[config.mk]
export PLATFORM = sky130hd
export DESIGN_NAME = spi_cmd_master
export DESIGN_NICKNAME = d
export VERILOG_FILES = /design/src/rtl/spi_cmd_master.sv
export SDC_FILE = /design/constraint.sdc
export NUM_CORES = 1
export LEC_CHECK = 0
export CAP_MARGIN = 20
export CORE_ASPECT_RATIO = 0.6
export CORE_UTILIZATION = 57
export CTS_CLUSTER_DIAMETER = 120
export DETAILED_ROUTE_END_ITERATION = 6
export DONT_BUFFER_PORTS = 1
export HOLD_SLACK_MARGIN = 0.05
export PLACE_DENSITY = 0.75
export SYNTH_ARGS = -nofsm -noshare
export SYNTH_HDL_FRONTEND = slang
export SYNTH_SLANG_ARGS = --single-unit
[constraint.sdc]
create_clock -name clock_in -period 2.63 [get_ports clock_in]
set_input_delay 0.263 -clock clock_in [delete_from_list [all_inputs] [get_ports clock_in]]
set_output_delay 0.263 -clock clock_in [all_outputs]
set_load 0.05 [all_outputs]
[src/rtl/spi_cmd_master.sv]
// SPI command master: shifts a 32-bit {cmd, addr, wdata} frame out in mode 0
// and captures the last 16 bits returned on spimiso into rdata.
module spi_cmd_master #(
  parameter int unsigned CLK_HALF  = 4,
  parameter int unsigned CSN_LEAD  = 8,
  parameter int unsigned CSN_TRAIL = 8,
  parameter int unsigned CSN_GAP   = 8
) (
  input  logic        clock_in,
  input  logic        reset_in,
  input  logic        start,
  input  logic [7:0]  cmd,
  input  logic [7:0]  addr,
  input  logic [15:0] wdata,
  output logic        spicsn,
  output logic        spiclk,
  output logic        spimosi,
  input  logic        spimiso,
  output logic [15:0] rdata,
  output logic        busy,
  output logic        done
);

  // LEAD counts 0..CSN_LEAD: its first cycle is the frame-latch cycle with
  // spicsn still high, so the counter must reach CSN_LEAD itself.
  localparam int unsigned MAX_A   = (CLK_HALF > CSN_LEAD + 1) ? CLK_HALF : CSN_LEAD + 1;
  localparam int unsigned MAX_B   = (CSN_TRAIL > CSN_GAP) ? CSN_TRAIL : CSN_GAP;
  localparam int unsigned CNT_MAX = (MAX_A > MAX_B) ? MAX_A : MAX_B;
  localparam int unsigned CW      = $clog2(CNT_MAX + 1);

  typedef enum logic [2:0] {IDLE, LEAD, CLK_LO, CLK_HI, TRAIL, GAP} state_t;

  state_t         state;
  state_t         state_nxt;
  logic [CW-1:0]  cnt;
  logic [5:0]     bit_cnt;
  logic [31:0]    tx_sr;
  logic [15:0]    rx_sr;
  logic           phase_end;
  logic           load;
  logic           cs_active;

  // Last cycle of the current phase
  always_comb begin
    phase_end = 1'b0;
    case (state)
      LEAD:           phase_end = (cnt == CW'(CSN_LEAD));
      CLK_LO, CLK_HI: phase_end = (cnt == CW'(CLK_HALF - 1));
      TRAIL:          phase_end = (cnt == CW'(CSN_TRAIL - 1));
      GAP:            phase_end = (cnt == CW'(CSN_GAP - 1));
      default:        phase_end = 1'b0;
    endcase
  end

  // State register
  always_ff @(posedge clock_in) begin
    if (!reset_in) state <= IDLE;
    else           state <= state_nxt;
  end

  // Next-state logic; a held start is taken at GAP exit so back-to-back
  // frames see spicsn high for exactly CSN_GAP+1 cycles.
  always_comb begin
    state_nxt = state;
    case (state)
      IDLE:    if (start) state_nxt = LEAD;
      LEAD:    if (phase_end) state_nxt = CLK_LO;
      CLK_LO:  if (phase_end) state_nxt = CLK_HI;
      CLK_HI:  if (phase_end) state_nxt = (bit_cnt == 6'd31) ? TRAIL : CLK_LO;
      TRAIL:   if (phase_end) state_nxt = GAP;
      GAP:     if (phase_end) state_nxt = start ? LEAD : IDLE;
      default: state_nxt = IDLE;
    endcase
  end

  assign load = (state_nxt == LEAD) && (state != LEAD);

  // Phase counter, shift registers and read-data capture
  always_ff @(posedge clock_in) begin
    if (!reset_in) begin
      cnt     <= '0;
      bit_cnt <= '0;
      tx_sr   <= '0;
      rx_sr   <= '0;
      rdata   <= '0;
    end else begin
      if ((state_nxt != state) || (state == IDLE)) cnt <= '0;
      else                                         cnt <= cnt + CW'(1);
      if (load) begin
        tx_sr   <= {cmd, addr, wdata};
        bit_cnt <= '0;
      end
      if ((state == CLK_LO) && phase_end) rx_sr <= {rx_sr[14:0], spimiso};
      if ((state == CLK_HI) && phase_end) begin
        tx_sr   <= {tx_sr[30:0], 1'b0};
        bit_cnt <= bit_cnt + 6'd1;
      end
      if ((state == TRAIL) && phase_end) rdata <= rx_sr;
    end
  end

  // Moore outputs decoded from state and phase counter
  always_comb begin
    cs_active = ((state == LEAD) && (cnt != '0)) || (state == CLK_LO) ||
                (state == CLK_HI) || (state == TRAIL);
    spicsn    = ~cs_active;
    spiclk    = (state == CLK_HI);
    spimosi   = (cs_active && (state != TRAIL)) ? tx_sr[31] : 1'b0;
    busy      = (state != IDLE);
    done      = (state == GAP) && (cnt == '0);
  end

endmodule
# [After elaboration in Yosys (flattened, before gate mapping)]
# Index checks and enable logic that the tools add are counted.
[word_totals] register_bits=77 ram_bits=0 mem_bits_ro=0 n_memories=0 out_inout_bits=21 in_bits=36 latch_bits=0
[op_classes] n_addsub=2 multipliers=0 n_shift=0 n_div=0 bitwise_logic=2 reduce_logical=20 n_eq_ne=13 magnitude_cmp=0 muxes=15
[op_table] op="two-way mux 32 bit" n=2
[op_table] op="two-way mux 3 bit" n=7
[op_table] op="case mux 3 bit (6 select lines)" n=1
[op_table] op="two-way mux 6 bit" n=2
[op_table] op="OR reduction 2 bit" n=4
[op_table] op="logical AND 1 bit" n=7
[op_table] op="adder 6 x 1 -> 6 bit (second input constant)" n=1
[op_table] op="== test 3 x 1 -> 1 bit (second input constant)" n=2
[op_table] op="== test 3 x 2 -> 1 bit (second input constant)" n=2
[op_table] op="== test 3 bit (second input constant)" n=2
[op_table] op="== test 6 x 5 -> 1 bit (second input constant)" n=1
[op_table] op="adder 4 x 1 -> 4 bit (second input constant)" n=1
[op_table] op="== test 4 x 2 -> 1 bit (second input constant)" n=1
[op_table] op="== test 4 x 3 -> 1 bit (second input constant)" n=1
[op_table] op="== test 4 bit (second input constant)" n=1
[op_table] op="zero test 4 bit" n=1
[op_table] op="logical OR 1 bit" n=4
[op_table] op="nonzero test 4 bit" n=1
[op_table] op="zero test 3 bit" n=1
[op_table] op="!= test 3 x 1 -> 1 bit (second input constant)" n=1
[op_table] op="!= test 3 bit" n=1
[op_table] op="!= test 3 bit (second input constant)" n=1
[op_table] op="case mux 1 bit (3 select lines)" n=1
[op_table] op="nonzero test 3 bit" n=1
[op_table] op="3 further kinds" n=5

# [Depth between registers and ports, before layout]
# Gate-level depths: netlist of the first run.
[depth] ltp_word=9 mapped_depth=11

# [Worst setup path after synthesis of the first run]
# No wires, ideal clock.
[synth_timing] kind="reg2reg" from="reg state[1]" to="reg cnt[0]" setup_slack_ns=0.014 synth_period_minus_slack_ns=2.616 path_stages_with_launch=10 t_required_ns=2.558 arrival_time_ns=2.545 cell_sequence="dfxtp_1 buf_2 buf_2 inv_1 ha_1 nand4bb_2 a21oi_2 mux2_4 o32ai_4 mux2i_1"
[synth_via] elab_chain_len=8 word_cells_on_any_way=19
[synth_lines] element="start, declared" line="33" source="state_t state;"
[synth_lines] element="start signal, assigned" line="58" source="else state <= state_nxt;"
[synth_lines] element="== test 3 bit or == test 3 x 2 -> 1 bit (tied branches)" line="46, 65"
[synth_lines] element="OR reduction 2 bit (on tied branches)"
[synth_lines] element="case mux 1 bit (3 select lines)" line="46" source="case (state)"
[synth_lines] element="two-way mux 3 bit (on tied branches)"
[synth_lines] element="case mux 3 bit (6 select lines)" line="65" source="case (state)"
[synth_lines] element="!= test 3 bit" line="87" source="if ((state_nxt != state) || (state == IDLE)) cnt <= '0;"
[synth_lines] element="logical OR 1 bit *" line="87"
[synth_lines] element="OR reduction 2 bit (no source line) *"
[synth_lines] element="end signal, assigned" line="88" source="else cnt <= cnt + CW'(1);"
[synth_lines] element="end, declared" line="35" source="logic [CW-1:0] cnt;"
# Every way passes the cells marked *; elsewhere a longest branch is shown, timed or not.
# A chain may end at the register's enable or synchronous reset.

# [Worst setup path in the final report of the first run]
[layout_timing] from="reg state[1]" to="reg cnt[3]"
# The elaborated chain is that of the path after synthesis.

==> metrics.md, run 1 <==
| Metric | Value |
|---|---|
| Status | finished, final reports clean |
| Worst rel slew slack | 0.637 |
| Routed vias/inst | 5.72 |
| Fraction of layout cells with a size suffix above 1 | 0.139 |
| RSZ-0062 raised after global routing | no |
| Fin Hold WS | 0.0664 ns |
| Post-placement cell count | 473 |
| # Max-Cap Violations | 0 |
| Drt wl/cell | 15.6 um |
| Overflow after GRT | 0 |
| Post-CTS Resized | 0 |
| H-tree levels | 3 |
| Total Power | 2.40 mW |
| Mapped Cells | 405 |
| Syn. warnings | 0 |
| CP endpoint | cnt[3] |
| Startpoint Class | flip-flop |
| Setup Skew | 0.00887 ns |
| Fmax achieved | 0.419 GHz |
| Critical-path maximum fanout | 5 |
| Final min period | 2.39 ns |
| Worst slack after detailed placement | 0.283 ns |
| Die ar. | 6800 um2 |
| Final setup viols | 0 |
| Crit end category | flip-flop |
| Port Buffer Count | 0 |
| Horiz. Die Dim | 106 um |
| Initial antenna violation count | 0 |
| Met3 global-route usage | 0.0949 |
| Adder-Cell Fraction of Synth Area | 0.0204 |
| HP Class | input port to flip-flop |
| Max VDD drop | 365 uV |
| Starting density of the core | 0.598 |
| Met1 usage | 0.339 |
| Worst Path Required | 2.91 ns |
| Post-Syn Area | 3690 um2 |
| GR Util met2 | 0.351 |
| Core area | 6170 um2 |
| Detailed Route WL | 7680 um |
| Worst r2r path cells | 7 |
| Row count | 22 |
| Post-synthesis mux area share | 0.102 |
| Slew @ Worst Pin | 0.542 ns |
| Max-slew violations | 0 |
| Sequential fraction of the synthesis area | 0.418 |
| Pre-antenna DRT Iters | 4 |
| Non-filler cells, final | 493 |
| Placer Congestion | 0.843 |
| Top_reg_cell synth | dfxtp_1 |
| CTS tree | built |
| Simple-Gate Fraction of Synth Area | 0.267 |
| Routed Antenna Nets | 0 |
| Area Growth Syn to Fin | 9.20% |
| Leak | 1.69 nW |
| Chip Height | 64.3 um |
| Worst-path clk slew | 0.08 ns |
| Post-CTS Setup Inserts | 0 |
| Synthesized Nets | 447 |
| Post-synth ARST share | 0 |
| Worst skew pair latency | 0.36 ns |
| Final period util | 0.908 |
| Nets | 446 |
| Critical path class | flip-flop to flip-flop |
| Clock tree buffer depth | 2 |
| Number of flops mapped to enable cells by yosys | 0 |
| DP HPWL | 4930 um |
| CP startpoint | state[1] |
| Crit Reg-Reg Startpoint | state[1] |
| Most common library cell in the layout ignoring fill and taps | dfxtp_1 |
| Yosys cell types | 54 |
| Sink Count | 77 |
| First-pass GRT wire length | 12,900 um |
| Arrival time at the worst endpoint | 2.67 ns |
| GR peak layer | met2 |
| Synth Register Bits | 77 |
| Top Ports | 57 |
| N_diodes | 0 |
| Compound-Gate Fraction of Synth Area | 0.133 |
| Sum of negative setup slack | 0 ns |
| CTS Root Cell | clkbuf_8 |
| Residual DRC count | 0 |
| PnR worst setup slack | 0.241 ns |
| Initial DRC Count | 143 |
| R2R setup slack | 0.24 ns |
| CTS Buf Count | 9 |
| Via Count | 2,820 |
| GRT Total Usage | 0.245 |
| Final hold viol count | 0 |
| Post-Synth XOR/XNOR Area | 0.0139 |
| Commonest non-fill, non-tap cells in the layout | 77 x dfxtp_1, 53 x nor3_1, 40 x nor2_1 |
| Largest net degree at the start of global routing | 52 |
| Vias in the first global route | 2,693 |
| Synthesized area per cell | 9.10 um2 |
| Pwr per Cell Area | 596 nW/um2 |
| Largest family of logic cells by synthesized area | simple AND/OR/NAND/NOR gates |
| Reg2reg end | cnt[3] |
==> repair_timing <==
item / CTS / global route
endpoints found under the hold margin: 51 / 1
hold buffers: 3 / 1
setup endpoints to repair: 0 / 0
==> Yosys cell counts, types with 3 or more instances <==
cell / instances / share of area
nor2_1: 40 / 0.041
inv_1: 5 / 0.0051
clkbuf_1: 16 / 0.016
nor3_2: 13 / 0.035
a21oi_1: 4 / 0.0054
nand2_1: 19 / 0.019
xnor2_1: 3 / 0.0071
nor3_1: 53 / 0.072
o221a_1: 3 / 0.0092
mux2i_1: 36 / 0.098
o21ai_0: 37 / 0.050
nand3_1: 6 / 0.0081
ha_1: 6 / 0.020
o211ai_1: 5 / 0.010
nor2b_1: 32 / 0.054
dfxtp_1: 77 / 0.42
buf_2: 4 / 0.0054
buf_4: 4 / 0.0081
==> flip-flops by register name, summed over array words and instances, names as in the netlist <==
name,flops
bit_cnt,6
cnt,4
rdata,16
rx_sr,16
state,3
tx_sr,32
==> area by class of cell <==
type                    instances  area, um2
inverters                       6       22.5
clock inverters                 6       75.1
repair buffers                 17        160
fillers                       507       2140
multi-input cells             293       1980
well taps                      84        105
clock buffers                  10        138
flip-flops and latches         77       1540
==> per-stage QoR <==
step | util | area (um2)
6_report | 0.653 | 4030
5_1_grt | 0.653 | 4030
4_1_cts | 0.651 | 4020
3_5_place_dp | 0.610 | 3760
3_3_place_gp | 0.610 | 3760
2_1_floorplan | - | 3690
==> logic make-up after synthesis <==
kind of cell,Yosys count
compound gates,67
xor+xnor,5
fa+ha+maj,6
buf+inv,35
flops,77
mux,37
simple gates,178
==> worst min path at each step <==
stage | start | endpoint | slack (ns) | cells after the start
finish | reset_in | tx_sr[15] | 0.07 | 2
global route | reset_in | tx_sr[14] | 0.05 | 2
detailed placement | reset_in | tx_sr[0] | 0.39 | 2
floorplan | wdata[0] | tx_sr[0] | 0.40 | 2
global placement | reset_in | tx_sr[0] | 0.39 | 2
CTS | reset_in | rdata[8] | 0.05 | 1
==> power by group <==
part | leakage [nW] | internal (mW) | switching [mW] | total [mW]
Clock | 0.106 | 0.481 | 0.477 | 0.958
Sequential | 0.628 | 1.21 | 0.0287 | 1.24
Combinational | 0.961 | 0.0856 | 0.115 | 0.201
==> per-layer routing <==
| layer | vias to the layer above | part of all wire |
|---|---|---|
| li1 | 1425 | - |
| met1 | 1315 | 0.50 |
| met2 | 72 | 0.42 |
| met3 | 8 | 0.070 |
| met4 | 0 | 0.011 |
| met5 | - | 0 |
==> critical path, stage by stage (launching register included) <==
cell,delay [ns]
dfxtp_1,0.33
inv_1,0.07
ha_1,0.34
nand4bb_2,0.30
a21oi_2,0.35
mux2_4,0.36
o32ai_4,0.32
mux2i_1,0.24
Note: power is estimated with default switching activity, not from simulation.
==> inputs of run 2 (changes only) <==
--- a/config.mk
+++ b/config.mk
@@ -12,7 +12,7 @@
 export DETAILED_ROUTE_END_ITERATION = 6
 export DONT_BUFFER_PORTS = 1
 export HOLD_SLACK_MARGIN = 0.05
-export PLACE_DENSITY = 0.75
+export PLACE_DENSITY = 0.86
 export SYNTH_ARGS = -nofsm -noshare
 export SYNTH_HDL_FRONTEND = slang
 export SYNTH_SLANG_ARGS = --single-unit
==> run 2 against run 1 <==
Final cell count stayed put. Critical path depth increased by 1. Routed wire length is 2.4% higher. Flip-flop and latch count is the same. Core utilization shrank 0.41 points. Highest routed layer unchanged. Sequential share of layout area up 0.24 points.
==> metrics.md, run 2 (synthesis gave the netlist of run 1 again) <==
| Metric | Value |
|---|---|
| CP peak stage delay | 0.45 ns (+0.09 ns) |
| Nets | 446 (unchanged) |
| CTS Buf Count | 9 (unchanged) |
| # Max-Cap Violations | 0 (unchanged) |
| Crit. path cell count | 8 (+1) |
| H-tree levels | 3 (unchanged) |
| Detailed Route WL | 7870 um (+2.4%) |
| N_diodes | 0 (unchanged) |
| Critical-path maximum fanout | 25 (+20) |
| Max-slew violations | 0 (unchanged) |
| Met3 global-route usage | 0.0755 (-0.0194) |
| Die ar. | 6800 um2 (unchanged) |
| Slew @ Worst Pin | 0.901 ns (+0.360 ns) |
| Via Count | 2,912 (+3.3%) |
| Largest net degree at the start of global routing | 40 (-23%) |
| Final hold viol count | 0 (unchanged) |
| Total Power | 2.27 mW (-5.5%) |
| First-pass GRT wire length | 13,100 um (+1.7%) |
| Worst Path Required | 2.87 ns (-0.04 ns) |
| Top Ports | 57 (unchanged) |
| Row count | 22 (unchanged) |
| Sum of negative setup slack | 0 ns (unchanged) |
| GR peak layer | met2 |
| Worst-path clk slew | 0.08 ns (about the same) |
| Crit Reg-Reg Startpoint | state[1] |
| R2R setup slack | 0.31 ns (+0.07 ns) |
| Reg2reg end | tx_sr[15] |
| P_sw | 0.592 mW (-4.6%) |
| Horiz. Die Dim | 106 um (unchanged) |
| Power share of the clock group | 0.366 (-0.033) |
| CP startpoint | state[1] |
| Internal power | 1.67 mW (-5.8%) |
| Final setup viols | 0 (unchanged) |
| Biggest regs | tx_sr: 32 flops, rdata: 16 flops, rx_sr: 16 flops |
| Routed Antenna Nets | 0 (unchanged) |
| Flop pwr share | 0.547 (+0.030) |
| Status | finished, final reports clean |
| Drt wl/cell | 16.0 um (+2.4%) |
| Most common library cell in the layout ignoring fill and taps | dfxtp_1 |
| Startpoint Class | flip-flop |
| CTS Root Cell | clkbuf_8 |
| Worst path cell trace | inv_1 > ha_1 > nand4bb_2 > a2111oi_4 > o211ai_2 > buf_4 > nor2_1 > nor3_2 |
| Setup Skew | 0.00652 ns (-0.00234 ns) |
| Fmax achieved | 0.431 GHz (+3.0%) |
| CP endpoint | tx_sr[15] |
| Non-filler cells, final | 493 (unchanged) |
| Sw Ratio | 0.261 (+0.00225) |
| Area Growth Syn to Fin | 8.52% |
| Placer Congestion | 0.871 (+3.3%) |
| DP HPWL | 5190 um (+5.4%) |
| Port Buffer Count | 0 (unchanged) |
| Routed vias/inst | 5.91 (+3.3%) |
| Largest Register | tx_sr |
| Number of flip-flops in the largest register | 32 (unchanged) |
| Pwr per Cell Area | 567 nW/um2 (-4.9%) |
| Fraction of layout cells with a size suffix above 1 | 0.134 (-0.00489) |
| RSZ-0062 raised after global routing | no |
| Overflow after GRT | 0 (unchanged) |
| Crit end category | flip-flop |
| Commonest non-fill, non-tap cells in the layout | 77 x dfxtp_1, 53 x nor3_1, 40 x nor2_1 |
| Arrival time at the worst endpoint | 2.56 ns (-0.11 ns) |
| Worst skew pair latency | 0.35 ns (about the same) |
| Final min period | 2.32 ns (-0.0688 ns) |
| Worst slack after detailed placement | 0.321 ns (+0.0382 ns) |
| Initial DRC Count | 159 (+11%) |
| Buf/Inv on CP | 2 (+1) |
| Met1 usage | 0.342 (+0.00314) |
| Worst rel slew slack | 0.397 (-0.239) |
| CTS tree | built |
| Clock tree buffer depth | 2 (unchanged) |
| Critical path class | flip-flop to flip-flop |
| Fin Hold WS | 0.0561 ns (-0.0103 ns) |
| PnR worst setup slack | 0.310 ns (+0.0688 ns) |
| GR Util met2 | 0.355 (+0.00408) |
| Leak | 1.68 nW (-0.97%) |
| Crit path max-delay family | compound AO/OA/AOI/OAI gates |
| Post-route cell area | 4000 um2 (-0.62%) |
| Chip Height | 64.3 um (unchanged) |
| Pre-antenna DRT Iters | 4 (unchanged) |
| Residual DRC count | 0 (unchanged) |
| GRT Total Usage | 0.246 (+0.00123) |
| Final Util | 0.649 (-0.00406) |
| Sink Count | 77 (unchanged) |
| Max VDD drop | 379 uV (+3.8%) |
| Vias in the first global route | 2,700 (+0.26%) |
| HP Class | input port to flip-flop |
| Initial antenna violation count | 0 (unchanged) |
| Final period util | 0.882 (-0.0261) |
| Slowest CP cell | a2111oi_4 |
| Dpl cell area | 3770 um2 (+0.33%) |
| Post-placement cell count | 473 (unchanged) |
| Starting density of the core | 0.598 (unchanged) |
| Core area | 6170 um2 (unchanged) |
| Worst r2r path cells | 8 (+1) |
| Combinational power share | 0.087 (+0.003) |
run 2: area by class of cell:
| type | count | area, um2 |
|---|---|---|
| Fill cell | 513 | 2170 |
| Multi-Input combinational cell | 293 | 1980 |
| Sequential cell | 77 | 1540 |
| Timing Repair Buffer | 17 | 163 |
| Clock buffer | 11 | 141 |
| Tap cell | 84 | 105 |
| Clock inverter | 5 | 43.8 |
| Inverter | 6 | 22.5 |
run 2: worst min-delay path by stage:
stage,from,end,cells past startpoint
3_5_place_dp,reset_in,tx_sr[0],2
3_3_place_gp,reset_in,tx_sr[0],2
5_1_grt,reset_in,rx_sr[4],1
2_1_floorplan,wdata[0],tx_sr[0],2
6_report,reset_in,rdata[13],1
4_1_cts,reset_in,bit_cnt[4],1
run 2: per-layer routing:
metal / vias up / share of wire
met2: 89 / 0.42
met5: - / 0
met3: 10 / 0.071
met4: 0 / 0.012
li1: 1428 / -
met1: 1385 / 0.50
run 2: power groups by stage:
stage          Combinational, mW  Sequential [mW]  Clock [mW]
2_1_floorplan              0.173             1.25           0
3_3_place_gp               0.175             1.26           0
3_5_place_dp               0.183             1.27           0
4_1_cts                    0.195             1.24       0.843
5_1_grt                    0.220             1.25       0.893
6_report                   0.198             1.24       0.829
run 2: timing repair:
item	in CTS	in global routing
setup buffers	0	0
gates resized for setup	0	0
setup endpoints to repair	0	0
endpoints found under the hold margin	31	4
hold buffers	3	1
run 2: worst register-to-register path: stages (launching register included):
cell,delay (ns)
dfxtp_1,0.33
inv_1,0.06
ha_1,0.33
nand4bb_2,0.30
a2111oi_4,0.45
o211ai_2,0.23
buf_4,0.28
nor2_1,0.17
nor3_2,0.06
